--- src/rtl/pipe_pkg.sv ---
// Shared definitions for pipe_ex operand feeders: default widths/latency and the operand tuple.
package pipe_pkg;

    localparam int unsigned PipeN   = 10;
    localparam int unsigned PipeLat = 2;

    typedef struct packed {
        logic [PipeN-1:0] a;
        logic [PipeN-1:0] b;
        logic [PipeN-1:0] c;
        logic [PipeN-1:0] d;
    } operand_t;

    function automatic operand_t mk_tuple(input logic [PipeN-1:0] va, input logic [PipeN-1:0] vb,
                                          input logic [PipeN-1:0] vc, input logic [PipeN-1:0] vd);
        operand_t t;
        t.a = va;
        t.b = vb;
        t.c = vc;
        t.d = vd;
        return t;
    endfunction

endpackage

--- src/rtl/pipe_sync_fifo.sv ---
// Single-clock FIFO with occupancy count; full/empty come from the level, not pointer equality.
module pipe_sync_fifo
    import pipe_pkg::*;
#(
    parameter int unsigned Width = 4 * PipeN,
    parameter int unsigned Depth = 4,
    localparam int unsigned AddrW = $clog2(Depth),
    localparam int unsigned LvlW  = $clog2(Depth) + 1
) (
    input  logic             clk_i,
    input  logic             rst_i,
    input  logic             push_i,
    input  logic [Width-1:0] wdata_i,
    input  logic             pop_i,
    output logic [Width-1:0] rdata_o,
    output logic [LvlW-1:0]  level_o,
    output logic             full_o,
    output logic             empty_o
);

    logic [Width-1:0] mem_q [Depth];
    logic [AddrW-1:0] wptr_q, wptr_d;
    logic [AddrW-1:0] rptr_q, rptr_d;
    logic [LvlW-1:0]  level_q, level_d;
    logic             push_en, pop_en;

    assign full_o  = (level_q == LvlW'(Depth));
    assign empty_o = (level_q == '0);
    assign level_o = level_q;
    assign rdata_o = mem_q[rptr_q];

    always_comb begin
        push_en = push_i && !full_o;
        pop_en  = pop_i && !empty_o;
        wptr_d  = wptr_q;
        rptr_d  = rptr_q;
        level_d = level_q;
        // Depth is a power of two, so pointer wrap is the natural overflow.
        if (push_en) wptr_d = wptr_q + AddrW'(1);
        if (pop_en)  rptr_d = rptr_q + AddrW'(1);
        case ({push_en, pop_en})
            2'b10:   level_d = level_q + LvlW'(1);
            2'b01:   level_d = level_q - LvlW'(1);
            default: level_d = level_q;
        endcase
    end

    always_ff @(posedge clk_i or posedge rst_i) begin
        if (rst_i) begin
            wptr_q  <= '0;
            rptr_q  <= '0;
            level_q <= '0;
        end else begin
            wptr_q  <= wptr_d;
            rptr_q  <= rptr_d;
            level_q <= level_d;
        end
    end

    // Storage is deliberately left out of reset.
    always_ff @(posedge clk_i) begin
        if (push_en) mem_q[wptr_q] <= wdata_i;
    end

endmodule

--- src/rtl/pipe_operand_feeder.sv ---
// Operand-issue front end for pipe_ex: FIFO-buffered tuples, one issue per clock,
// with a valid bit delayed by the pipe_ex latency to qualify the returned result.
module pipe_operand_feeder
    import pipe_pkg::*;
#(
    parameter int unsigned n     = PipeN,
    parameter int unsigned DEPTH = 4,
    parameter int unsigned LAT   = PipeLat,
    localparam int unsigned LvlW = $clog2(DEPTH) + 1
) (
    input  logic            clk,
    input  logic            rst,
    input  logic            in_valid,
    output logic            in_ready,
    input  logic [n-1:0]    in_a,
    input  logic [n-1:0]    in_b,
    input  logic [n-1:0]    in_c,
    input  logic [n-1:0]    in_d,
    output logic [n-1:0]    a,
    output logic [n-1:0]    b,
    output logic [n-1:0]    c,
    output logic [n-1:0]    d,
    output logic            issue_valid,
    input  logic [n-1:0]    f,
    output logic [n-1:0]    res_f,
    output logic            res_valid,
    output logic [LvlW-1:0] level
);

    logic [4*n-1:0] wdata, rdata;
    logic           full, empty, push_en, pop_en;
    logic [4*n-1:0] ops_q, ops_d;
    logic           issue_valid_q;
    logic [LAT-1:0] vsr_q, vsr_d;

    assign wdata    = {in_a, in_b, in_c, in_d};
    assign in_ready = !full;
    assign push_en  = in_valid && !full;
    // pipe_ex never stalls, so anything buffered issues immediately.
    assign pop_en   = !empty;

    pipe_sync_fifo #(
        .Width (4 * n),
        .Depth (DEPTH)
    ) u_fifo (
        .clk_i   (clk),
        .rst_i   (rst),
        .push_i  (push_en),
        .wdata_i (wdata),
        .pop_i   (pop_en),
        .rdata_o (rdata),
        .level_o (level),
        .full_o  (full),
        .empty_o (empty)
    );

    always_comb begin
        ops_d    = pop_en ? rdata : ops_q;
        vsr_d    = vsr_q << 1;
        vsr_d[0] = issue_valid_q;
    end

    always_ff @(posedge clk or posedge rst) begin
        if (rst) begin
            ops_q         <= '0;
            issue_valid_q <= 1'b0;
            vsr_q         <= '0;
        end else begin
            ops_q         <= ops_d;
            issue_valid_q <= pop_en;
            vsr_q         <= vsr_d;
        end
    end

    assign a           = ops_q[4*n-1 -: n];
    assign b           = ops_q[3*n-1 -: n];
    assign c           = ops_q[2*n-1 -: n];
    assign d           = ops_q[n-1 -: n];
    assign issue_valid = issue_valid_q;
    assign res_valid   = vsr_q[LAT-1];
    assign res_f       = f;

endmodule

--- config.mk ---
export PLATFORM = sky130hd
export DESIGN_NAME = pipe_operand_feeder
export DESIGN_NICKNAME = d
export VERILOG_FILES = /design/src/rtl/pipe_pkg.sv /design/src/rtl/pipe_sync_fifo.sv /design/src/rtl/pipe_operand_feeder.sv
export SDC_FILE = /design/constraint.sdc
export NUM_CORES = 1
export LEC_CHECK = 0
export ABC_AREA = 0
export BUFFER_PORTS_ARGS = -buffer_cell sky130_fd_sc_hd__clkbuf_2
export CORE_MARGIN = 5
export CORE_UTILIZATION = 30
export CTS_CLUSTER_SIZE = 12
export DETAILED_ROUTE_END_ITERATION = 12
export PLACE_DENSITY = 0.47
export SLEW_MARGIN = 20
export SYNTH_ARGS = -nofsm -noshare
export SYNTH_HDL_FRONTEND = slang
export SYNTH_SLANG_ARGS = --single-unit
--- constraint.sdc ---
create_clock -name clk -period 2 [get_ports clk]
set_clock_uncertainty 0.05 [all_clocks]
set_input_delay 0 -clock clk [delete_from_list [all_inputs] [get_ports clk]]
set_output_delay 0 -clock clk [all_outputs]
set_load 0.005 [all_outputs]
# ---- After elaboration in Yosys (flattened, before gate mapping)
# Memory sizes are Yosys's and may differ from the RTL's. A register that Yosys moved wholly into a read port is not among the register bits.
# Cells that the tools add are included.
dict set report op_classes {
  add_sub_neg 4
  multipliers 0
  div_mod_pow 0
  n_lt_le_gt_ge 0
  eq_ne 3
  shifts 0
  n_mux 3
  bitwise 0
  n_reduce_logical 7
}
# op count
set op_table {}
lappend op_table {{3-bit one-hot mux with 2 select lines} 1}
lappend op_table {{2-bit by 1-bit adder with 2-bit output, second input constant} 2}
lappend op_table {{3-bit by 1-bit adder with 3-bit output, second input constant} 1}
lappend op_table {{3-bit equality test, second input constant} 1}
lappend op_table {{1-bit logical NOT} 3}
lappend op_table {{3-bit logical NOT} 1}
lappend op_table {{3-bit by 1-bit subtractor with 3-bit output, second input constant} 1}
lappend op_table {{2-bit by 1-bit equality test with 1-bit output, second input constant} 1}
lappend op_table {{2-bit equality test, second input constant} 1}
lappend op_table {{1-bit logical AND} 2}
lappend op_table {{1-bit 2-to-1 mux} 2}
lappend op_table {{2-bit nonzero test} 1}
dict set report word_totals {
  ff_bits 10
  latch_bits 0
  ram_bits 160
  mem_bits_ro 0
  output_inout_bits 56
  n_memories 1
}
# name depth width rd rd_ports_with_merged_regs wr line
set memory_table {}
lappend memory_table {u_fifo.mem_q 4 40 1 1 1 pipe_sync_fifo.sv:21} ;# logic [Width-1:0] mem_q [Depth];

# ---- Depth between registers and ports, before layout
dict set report logic_depth {
  depth_word 6
  depth_mapped 8
  depth_no_buf 6
}

# ---- Cells and area by module
# Synthesis repeated with hierarchy kept, for this count alone.
dict set report hier_totals {
  cells_unflattened 350
  hier_area_um2 8110.3
}
# module n_inst cells_per_inst area_per_inst_um2 seq_area_each_um2
set by_module_without_submodules {}
lappend by_module_without_submodules {pipe_sync_fifo 1 248 6253.5 4979.8}
lappend by_module_without_submodules {pipe_operand_feeder 1 102 1856.8 1076.0}

# ---- Worst setup path before layout
# No wires, ideal clock.
dict set report synth_path {
  path_type {reg-to-reg}
  from {register u_fifo.level_q[0] (netlist: u_fifo.level_o[0])}
  to {memory u_fifo.mem_q[0][0] in the netlist's numbering (enable)}
  setup_ps 401
  arrival_time_ps 1833
  required_ps 1549
  slack_ps -284
  stages_incl_launch_ff 5
  n_path_buf 1
  cell_sequence {dfrtp_1 > buf_2 > nor2_1 > a21boi_2 > and2_1}
}
dict set report synth_via {
  elab_chain_cells 6
}
# element line
set synth_lines {}
lappend synth_lines {{from (decl)} pipe_sync_fifo.sv:24} ;# logic [LvlW-1:0] level_q, level_d;
lappend synth_lines {{from (signal assigned)} pipe_sync_fifo.sv:56} ;# level_q <= level_d;
lappend synth_lines {{3-bit equality test *} pipe_sync_fifo.sv:27} ;# assign full_o = (level_q == LvlW'(Depth));
lappend synth_lines {{1-bit logical NOT *} {pipe_sync_fifo.sv:33, pipe_operand_feeder.sv:38}}
lappend synth_lines {{1-bit logical AND} pipe_operand_feeder.sv:38} ;# assign push_en = in_valid && !full;
lappend synth_lines {{1-bit logical AND *} pipe_sync_fifo.sv:33} ;# push_en = push_i && !full_o;
lappend synth_lines {{1-bit 2-to-1 mux *} pipe_sync_fifo.sv:62} ;# if (push_en) mem_q[wptr_q] <= wdata_i;
lappend synth_lines {{1-bit 2-to-1 mux (implied by the code) *} pipe_sync_fifo.sv:62}
lappend synth_lines {{to (decl)} pipe_sync_fifo.sv:21}
# Mark *: on every way between the ends. The rest lies on a longest branch, timed or not.

# ---- Worst setup path after layout
dict set report layout_path {
  from {register u_fifo.level_q[0] (netlist: u_fifo.level_o[0])}
  to {memory u_fifo.mem_q[2][1] in the netlist's numbering (enable)}
}
# Same word-level chain as after synthesis.

==> results_dict.tcl <==
set metrics [dict create \
    run_status "complete, no violations" \
    critical_path_class "reg -> reg" \
    grt_max_degree 43 \
    clk_path_buf_depth 3 \
    clk_pin_slew_ns 0.06 \
    arrival_ns 1.99 \
    slew-limit-headroom_pct 53.31 \
    period_minus_slack_ns 1.837 \
    area_delta_synth_final_pct 27.45 \
    p_leak_nw 3.864 \
    drv_slew 0 \
    fmax_mhz 544.4 \
    clkLatencyLatePin_ns 0.50 \
    syn_nets 494 \
    yosysTopAreaCellShare_pct 60.71 \
    crit_path_max_fanout 24 \
    design_area_um2 10090 \
    fp.dieH_um 172.4 \
    ys_types 26 \
    yosysTopAreaCell "edfxtp_1" \
    cts_num_sinks 210 \
    clockRootBuffer "clkbuf_16" \
    worstMarginPinSlew_ns 0.6993 \
    initial_core_util_pct 30.46 \
    gp_congestion 0.6818 \
    antenna_found_initial 0 \
    die_w_um 172.4 \
    io_buffers 88 \
    grt-ovfl-total 0 \
    numCtsBuffers 24 \
    drcViolationCount 0 \
    grt_first_pass_wirelength_mm 25.88 \
    ys_warn_count 0 \
    finalSetupViolCount 0 \
    placed_cell_area_um2 8823 \
    dr.pass1.iters 4 \
    ys_seq_area_share_pct 76.52 \
    synth_area_leaders "edfxtp_1 (61%), dfrtp_1 (16%), mux4_2 (11%)" \
    rsz0062_at_grt "false" \
    reg2reg_slack_ns 0.16 \
    critPathRequiredTime_ns 2.15 \
    dpl.hpwl_mm 10.16 \
    fin_crit_sh_pct 91.84 \
    grt_util_all_layers_pct 11.32 \
    drive_gt1_share_pct 31.20 \
    antenna_left 0 \
    viasPerCell 4.396 \
    synthCells 436 \
    synth_area_um2 7914 \
    avgRoutedWirePerCell_um 17.59 \
    antenna_cells 0 \
    drtIter0Drc 165 \
    row_count 59 \
    ys_ff_latch 210 \
    coreArea_um2 25980 \
    postSynthAreaPerCell_um2 18.15 \
    io_pins 109 \
    die_area_um2 29730 \
    powerDensity_nw_per_um2 1450 \
    startpoint_type "flip-flop" \
    ir_drop_mv 0.8414 \
    endpoint_kind "flip-flop" \
    hold_class "in -> async" \
    fin_setup_tns_ns 0 \
    grt_pass1_vias 4446 \
    wl_mm 16.61 \
    num_vias 4150 \
    cts_tree "yes" \
    layout.nets 649 \
    max_cap_viol_count 0 \
    cts.htree.levels 1 \
    hold_viol_final 0 \
]
## registers in the layout, summed over array words and instances (netlist names)
name,count
u_fifo.mem_q,160
issue_valid,1
u_fifo.level_o,3
ops_q,40
u_fifo.wptr_q,2
vsr_q,2
u_fifo.rptr_q,2
## synthesized netlist by cell type, drive strengths merged
cell type    n
a21boi       1
a21oi        1
a22oi        1
and2         4
buf         29
clkbuf       1
dfrtp       50
edfxtp     160
fa           1
ha           4
inv          7
mux2         1
mux4        40
nand2      123
nor2         3
nor3         1
o21ai        3
o22a         1
o22ai        1
o31ai        1
xnor2        3
## cell families (layout without fill, tap and decap cells)
family | Yosys count | after routing | share of synthesized area (%)
flops | 210 | 210 | 76.52
fa+ha+maj | 5 | 5 | 0.8854
buf+inv | 37 | 210 | 3.368
compound gates | 9 | 9 | 0.7747
simple gates | 131 | 131 | 6.498
xor+xnor | 3 | 3 | 0.3321
mux | 41 | 41 | 11.62
## repair_timing
item	CTS	global route
hold buffers	52	0
gates resized for setup	0	0
endpoints found under the hold margin	197	0
setup buffers	0	0
## critical path, cell delays in order (launching register included)
cell	delay, ns
dfrtp_1	0.53
nor2_1	0.12
a21boi_2	0.33
and2_2	0.27
buf_12	0.21
## final timing paths
kind / startpoint / end / cells after the start
max: u_fifo.level_o[0] / u_fifo.mem_q[2][1] / 4
min: rst / ops_q[12] / 3
max reg2reg: u_fifo.level_o[0] / u_fifo.mem_q[2][1] / 4
min reg2reg: vsr_q[0] / vsr_q[1] / 0
max in group asynchronous: rst / ops_q[31] / 4
min in group clk: in_b[5] / u_fifo.mem_q[2][25] / 2
## power breakdown
group | internal, mW | switching, mW
registers | 5.95 | 0.571
clock network | 2.44 | 1.65
logic | 2.00 | 2.02
total | 10.4 | 4.24
## stage by stage
| step | utilization (%) | power [mW] | worst slack, ns | cells | hold slack, ns |
|---|---|---|---|---|---|
| floorplan | - | 9.146 | 0.08391 | 436 | 0.03082 |
| global placement | 33.96 | 10.62 | 0.2170 | 848 | -0.04994 |
| detailed placement | 33.96 | 10.73 | 0.1552 | 848 | -0.04994 |
| CTS | 38.81 | 14.96 | 0.1510 | 944 | 0.1190 |
| global route | 38.81 | 15.62 | 0.08790 | 944 | 0.1553 |
| finish | 38.81 | 14.63 | 0.1632 | 944 | 0.09165 |
## cells in the final DEF (no fill, tap or decap), drive strengths merged
cell type and count:
and2 4, mux4 40, inv 7, o22a 1, o31ai 1, a22oi 1, nand2 123, clkinv 12
edfxtp 160, nor3 1, nor2 3, clkbuf 119, dlygate4sd3 52, mux2 1, o21ai 3, dfrtp 50
xnor2 3, o22ai 1, buf 19, ha 4, a21oi 1, a21boi 1, bufinv 1, fa 1
## per-layer routing
layer,vias to the layer above,share of wire [%],GRT usage [%]
li1,1912,-,-
met1,2087,42,14.71
met2,121,50,19.18
met3,30,6.2,2.492
met4,0,2.3,3.247
met5,-,0,0
## area by class of cell
type | count | area, um2
Clock buffer | 31 | 658.1
Tap cell | 335 | 419.2
Sequential cell | 210 | 6061
Multi-Input combinational cell | 189 | 1597
Fill cell | 2472 | 15900
Clock inverter | 13 | 83.83
Inverter | 7 | 26.28
Timing Repair Buffer | 159 | 1241
No activity file was read; power rests on OpenSTA's default activity.
